<file path="config.mk">
export PLATFORM = sky130hd
export DESIGN_NAME = mandel_view_ctrl
export DESIGN_NICKNAME = d
export VERILOG_FILES = /design/src/rtl/mandel_view_ctrl.sv
export SDC_FILE = /design/constraint.sdc
export NUM_CORES = 1
export LEC_CHECK = 0
export CAP_MARGIN = 10
export CELL_PAD_IN_SITES_DETAIL_PLACEMENT = 0
export CELL_PAD_IN_SITES_GLOBAL_PLACEMENT = 1
export CORE_ASPECT_RATIO = 0.75
export CORE_MARGIN = 2
export CORE_UTILIZATION = 45
export DETAILED_ROUTE_END_ITERATION = 10
export DONT_BUFFER_PORTS = 1
export PLACE_DENSITY_LB_ADDON = 0.15
export SYNTH_ARGS = -nofsm -noshare
export SYNTH_HDL_FRONTEND = slang
export SYNTH_SLANG_ARGS = --single-unit
</file>
<file path="constraint.sdc">
create_clock -name sys_clk_pin -period 2.1 [get_ports sys_clk_pin]
set_clock_uncertainty 0.1 [all_clocks]
set_input_delay 0.42 -clock sys_clk_pin [delete_from_list [all_inputs] [get_ports sys_clk_pin]]
set_output_delay 0.42 -clock sys_clk_pin [all_outputs]
set_load 0.02 [all_outputs]
</file>
<file path="src/rtl/mandel_view_ctrl.sv">
// mandel_view_ctrl: turns the two board buttons into zoom-level changes for
// the Mandelbrot render core and sequences each frame.
//   sys_clk_pin  system clock
//   rst          asynchronous active-high reset (shared with the render core)
//   btn[1:0]     raw buttons: [0] zoom in, [1] zoom out
//   cfg_zoom     zoom level offered to the core, cfg_valid/cfg_ready handshake
//   render_start one-cycle frame start, render_done one-cycle end of frame
//   led          high while idle with the displayed frame up to date

// Per-button debouncer. The counter runs only while the synced level
// disagrees with the accepted level; any cycle of agreement clears it.
// 2^DEBOUNCE consecutive disagreeing cycles commit the new level.
module mvc_debounce #(
  parameter int DEBOUNCE = 20
) (
  input  logic clk_i,
  input  logic rst_i,
  input  logic lvl_i,
  output logic press_o
);
  localparam logic [DEBOUNCE-1:0] CNT_MAX = '1;

  logic [DEBOUNCE-1:0] cnt_q;
  logic                deb_q, deb_prev_q;

  always_ff @(posedge clk_i or posedge rst_i) begin
    if (rst_i) begin
      cnt_q      <= '0;
      deb_q      <= 1'b0;
      deb_prev_q <= 1'b0;
    end else begin
      deb_prev_q <= deb_q;
      if (lvl_i == deb_q) begin
        cnt_q <= '0;
      end else if (cnt_q == CNT_MAX) begin
        deb_q <= lvl_i;
        cnt_q <= '0;
      end else begin
        cnt_q <= cnt_q + 1'b1;
      end
    end
  end

  assign press_o = deb_q & ~deb_prev_q;
endmodule

module mandel_view_ctrl #(
  parameter int DEBOUNCE  = 20,
  parameter int ZOOM_W    = 3,
  parameter int ZOOM_MAX  = 7,
  parameter int ZOOM_INIT = 0
) (
  input  logic              sys_clk_pin,
  input  logic              rst,
  input  logic [1:0]        btn,
  output logic [ZOOM_W-1:0] cfg_zoom,
  output logic              cfg_valid,
  input  logic              cfg_ready,
  output logic              render_start,
  input  logic              render_done,
  output logic              led
);
  localparam logic [ZOOM_W-1:0] ZMAX  = ZOOM_W'(ZOOM_MAX);
  localparam logic [ZOOM_W-1:0] ZINIT = ZOOM_W'(ZOOM_INIT);

  typedef enum logic [1:0] {IDLE, LOAD, START, WAIT} state_e;

  state_e            state_q, state_d;
  logic [ZOOM_W-1:0] zoom_q, zoom_d;
  logic              pend_q, pend_d;
  logic              pdir_q, pdir_d;   // 1 = zoom in, 0 = zoom out
  logic              cfg_valid_q, render_start_q, led_q;
  logic [1:0]        sync1_q, sync2_q;
  logic [1:0]        press;
  logic              up_ok, dn_ok;

  always_ff @(posedge sys_clk_pin or posedge rst) begin
    if (rst) begin
      sync1_q <= '0;
      sync2_q <= '0;
    end else begin
      sync1_q <= btn;
      sync2_q <= sync1_q;
    end
  end

  mvc_debounce #(.DEBOUNCE(DEBOUNCE)) u_deb [1:0] (
    .clk_i  (sys_clk_pin),
    .rst_i  (rst),
    .lvl_i  (sync2_q),
    .press_o(press)
  );

  // Simultaneous presses cancel; out-of-range requests never get queued.
  assign up_ok = press[0] & ~press[1] & (zoom_q < ZMAX);
  assign dn_ok = press[1] & ~press[0] & (zoom_q != '0);

  always_comb begin
    state_d = state_q;
    zoom_d  = zoom_q;
    pend_d  = pend_q;
    pdir_d  = pdir_q;
    case (state_q)
      IDLE: begin
        if (pend_q) begin
          pend_d = 1'b0;
          // Range is rechecked here; a request that no longer fits is dropped.
          if (pdir_q && zoom_q < ZMAX) begin
            zoom_d  = zoom_q + 1'b1;
            state_d = LOAD;
          end else if (!pdir_q && zoom_q != '0) begin
            zoom_d  = zoom_q - 1'b1;
            state_d = LOAD;
          end
        end
      end
      LOAD:    if (cfg_valid_q && cfg_ready) state_d = START;
      START:   state_d = WAIT;
      WAIT:    if (render_done) state_d = IDLE;
      default: state_d = LOAD;
    endcase
    // Latest request wins, even over one being consumed this cycle.
    if (up_ok || dn_ok) begin
      pend_d = 1'b1;
      pdir_d = up_ok;
    end
  end

  // Outputs are registered from the next state so they read 0 during reset
  // even though the reset state is LOAD.
  always_ff @(posedge sys_clk_pin or posedge rst) begin
    if (rst) begin
      state_q        <= LOAD;
      zoom_q         <= ZINIT;
      pend_q         <= 1'b0;
      pdir_q         <= 1'b0;
      cfg_valid_q    <= 1'b0;
      render_start_q <= 1'b0;
      led_q          <= 1'b0;
    end else begin
      state_q        <= state_d;
      zoom_q         <= zoom_d;
      pend_q         <= pend_d;
      pdir_q         <= pdir_d;
      cfg_valid_q    <= (state_d == LOAD);
      render_start_q <= (state_d == START);
      led_q          <= (state_d == IDLE);
    end
  end

  assign cfg_zoom     = zoom_q;
  assign cfg_valid    = cfg_valid_q;
  assign render_start = render_start_q;
  assign led          = led_q;
endmodule

</file>
==> flow_metrics.tcl <==
set metrics [dict create \
    arrival_ns 1.97 \
    holdPathStages 2 \
    place_congestion 0.7910 \
    fin_setup_tns_ns 0 \
    total_power_mw 2.541 \
    die_x_um 96.48 \
    initial_utilization 0.4614 \
    cap_viol_max_count 0 \
    instances_no_fill 386 \
    crit_path_max_incr_delay_ns 0.39 \
    min-delay-start "render_done" \
    start_kind "register" \
    cp_slowest_cell "dfrtp_1" \
    die_y_um 73.36 \
    min_to "state_q[1]" \
    ys_top_cells_by_count "dfrtp_1, nor2_1, xnor2_1" \
    synth_area_leader_cell "dfrtp_1" \
    drv_slew 0 \
    cp_cell_sequence "ha_1 > nand2_1 > nor3_4 > a31o_2 > nor2_1" \
    critPathMaxFanout 11 \
    status "finished clean" \
    leakagePower_nw 1.391 \
    hold_violations 0 \
    netlist_instances 281 \
    fin_hold_ws_ns 0.1697 \
    ys_seq_area_frac 0.5033 \
    diodes 0 \
    ir_drop_mv 0.3463 \
    drc_errors 0 \
    h-tree-depth 3 \
    tritoncts "built" \
    critPathTopFamily "simple AND/OR/NAND/NOR gates" \
    criticalPathCategory "reg -> reg" \
    fmaxAchievable_ghz 0.5362 \
    synth_nets 290 \
    tightest_slew_ns 0.5498 \
    clockBufferDepth 2 \
    insertion_delay_ns 0.33 \
    final_util 0.5264 \
    end_kind "register" \
    grt_use_total 0.1746 \
    numCtsBuffers 9 \
    antenna_found_initial 0 \
    r2r_slack_ns 0.23 \
    fin_crit_ns 1.865 \
    first_iter_violations 145 \
    grt_overflow_total 0 \
    r2r.worst_path.cells 5 \
    r2r-end "u_deb[0].cnt_q[11]" \
    yosys.cell_types.count 47 \
    synth_ff_type "dfrtp_1" \
    io_pins 12 \
    clk_pin_slew_ns 0.06 \
    dp_hpwl_mm 3.648 \
    cts-root-buf "clkbuf_8" \
    numPortBuffers 0 \
    rsz0062_at_grt "no" \
    synth_top_area_frac 0.4941 \
    synthToLayoutAreaGrowth_pct 14.09 \
    coreArea_sq_mm 0.006256 \
    hold_class "in -> reg" \
    vias_per_cell 5.264 \
    setup_viol 0 \
    syn-cell-area_sq_mm 0.002887 \
    fin_nets 309 \
    async_reset_ff_frac 1.000 \
    firstDrtPassIters 5 \
    drive_gt1_frac 0.1639 \
    synth_edf_count 0 \
    grt_pass1_wl_mm 9.252 \
    synth.most_common_cell "dfrtp_1" \
    place_inst 367 \
    fp.dieArea_sq_mm 0.007078 \
    grt_max_degree 27 \
    antenna_left 0 \
    grt_pass1_vias 1883 \
    cp.required_ns 2.21 \
    max_slew_margin 0.6329 \
    p_per_area_mw_per_mm2 771.7 \
    drt_wl_total_mm 5.303 \
    vias 2032 \
    wl_per_cell_um 13.74 \
    yosys-top-cells-area "dfrtp_1, xnor2_1, nor2_1, nand4_1, nand2_1" \
    yosysWarnings 0 \
    cts.sinks 58 \
    ys_ff_latch 58 \
    fin_crit_sh 0.8881 \
    r2r-start "u_deb[0].cnt_q[0]" \
    n_fill_cell 579 \
    critPathBufInv 0 \
    rows 25 \
    synth_area_per_cell_sq_um 10.27 \
]
sequential cells by signal (all words and copies together), names as in the netlist:
name,flops
cfg_valid,1
cfg_zoom,3
led,1
pdir_q,1
pend_q,1
render_start,1
state_q,2
sync1_q,2
sync2_q,2
u_deb.cnt_q,40
u_deb.deb_prev_q,2
u_deb.deb_q,2
cell type report:
cell class,instances,area (sq um),area share
Sequential cell,58,1453,0.4411
Multi-Input combinational cell,206,1350,0.4100
Clock buffer,11,141.4,0.04293
Timing Repair Buffer,15,132.6,0.04027
Tap cell,81,101.3,0.03078
Clock inverter,5,77.57,0.02356
Inverter,10,37.54,0.01140
kinds of logic after synthesis:
group,synth area share
AO/OA/AOI/OAI,0.07846
adder cells (fa/ha/maj),0.01560
AND/OR/NAND/NOR,0.2592
XOR/XNOR,0.1001
flip-flops,0.5033
multiplexers,0.01430
buffers and inverters,0.02904
placed cells by master, fill, tap and decap left out, types with 2 or more instances in the layout:
cell	Yosys	final
dfrtp_1	57	57
nor2_1	47	47
xnor2_1	27	27
nand2_1	18	18
nor3_1	12	12
nand4_1	11	11
buf_4	1	11
nand3_1	10	10
clkbuf_8	0	10
a21oi_1	9	9
inv_1	10	9
nor4_1	9	9
o21ai_0	7	7
xor2_1	6	6
a31o_2	5	5
nand2b_1	4	4
and3_1	4	4
dlygate4sd3_1	0	3
and2_1	2	2
nand4_4	2	2
nand3_2	2	2
a31oi_1	2	2
nor4_2	2	2
nor3b_1	2	2
mux2_4	2	2
nor2b_1	2	2
o211ai_1	2	2
ha_1	2	2
bufinv_16	0	2
clkinv_2	0	2
how the worst max path moves through the flow:
stage | slack [ns] | to | from | depth (start not counted)
finish | 0.23 | u_deb[0].cnt_q[11] | u_deb[0].cnt_q[0] | 5
global route | 0.09 | u_deb[0].cnt_q[11] | u_deb[0].cnt_q[0] | 5
CTS | 0.25 | u_deb[0].cnt_q[8] | u_deb[0].cnt_q[0] | 5
detailed placement | 0.25 | u_deb[0].cnt_q[8] | u_deb[0].cnt_q[0] | 5
global placement | 0.32 | cfg_zoom[1] | cfg_zoom[0] | 5
floorplan | 0.15 | cfg_valid | rst | 1
what timing repair did:
action,4_1_cts,5_1_grt
hold endpoints to repair,25,0
setup buffers,0,0
resized for setup,0,0
hold buffers,3,0
per-stage QoR:
stage / area [sq um] / worst slack, ns
final: 3293 / 0.2350
after floorplan: 2887 / 0.1537
after CTS: 3293 / 0.2452
after global placement: 3044 / 0.3234
after global routing: 3293 / 0.08656
after detailed placement: 3044 / 0.2524
metal layers:
layer  routed length (um)  share of wire  GRT usage
met1                 2854           0.54     0.2617
met2                 2121           0.40     0.2276
met3                  255          0.048    0.06256
met4                   70          0.013    0.06729
met5                    0              0          0
where the power goes:
group          internal (mW)  switching (mW)
Combinational         0.0635          0.0758
Sequential              1.18          0.0847
Clock                  0.696           0.440
Total                   1.94           0.600
worst reg2reg max path, delay by kind of cell (launching register included):
| family | cells | cell delay [ns] |
|---|---|---|
| AOI/OAI and AO/OA | 1 | 0.38 |
| DFF | 1 | 0.39 |
| and+or+nand+nor | 3 | 0.67 |
| adders and majority gates | 1 | 0.22 |
Note: power is estimated with default switching activity, not from simulation.
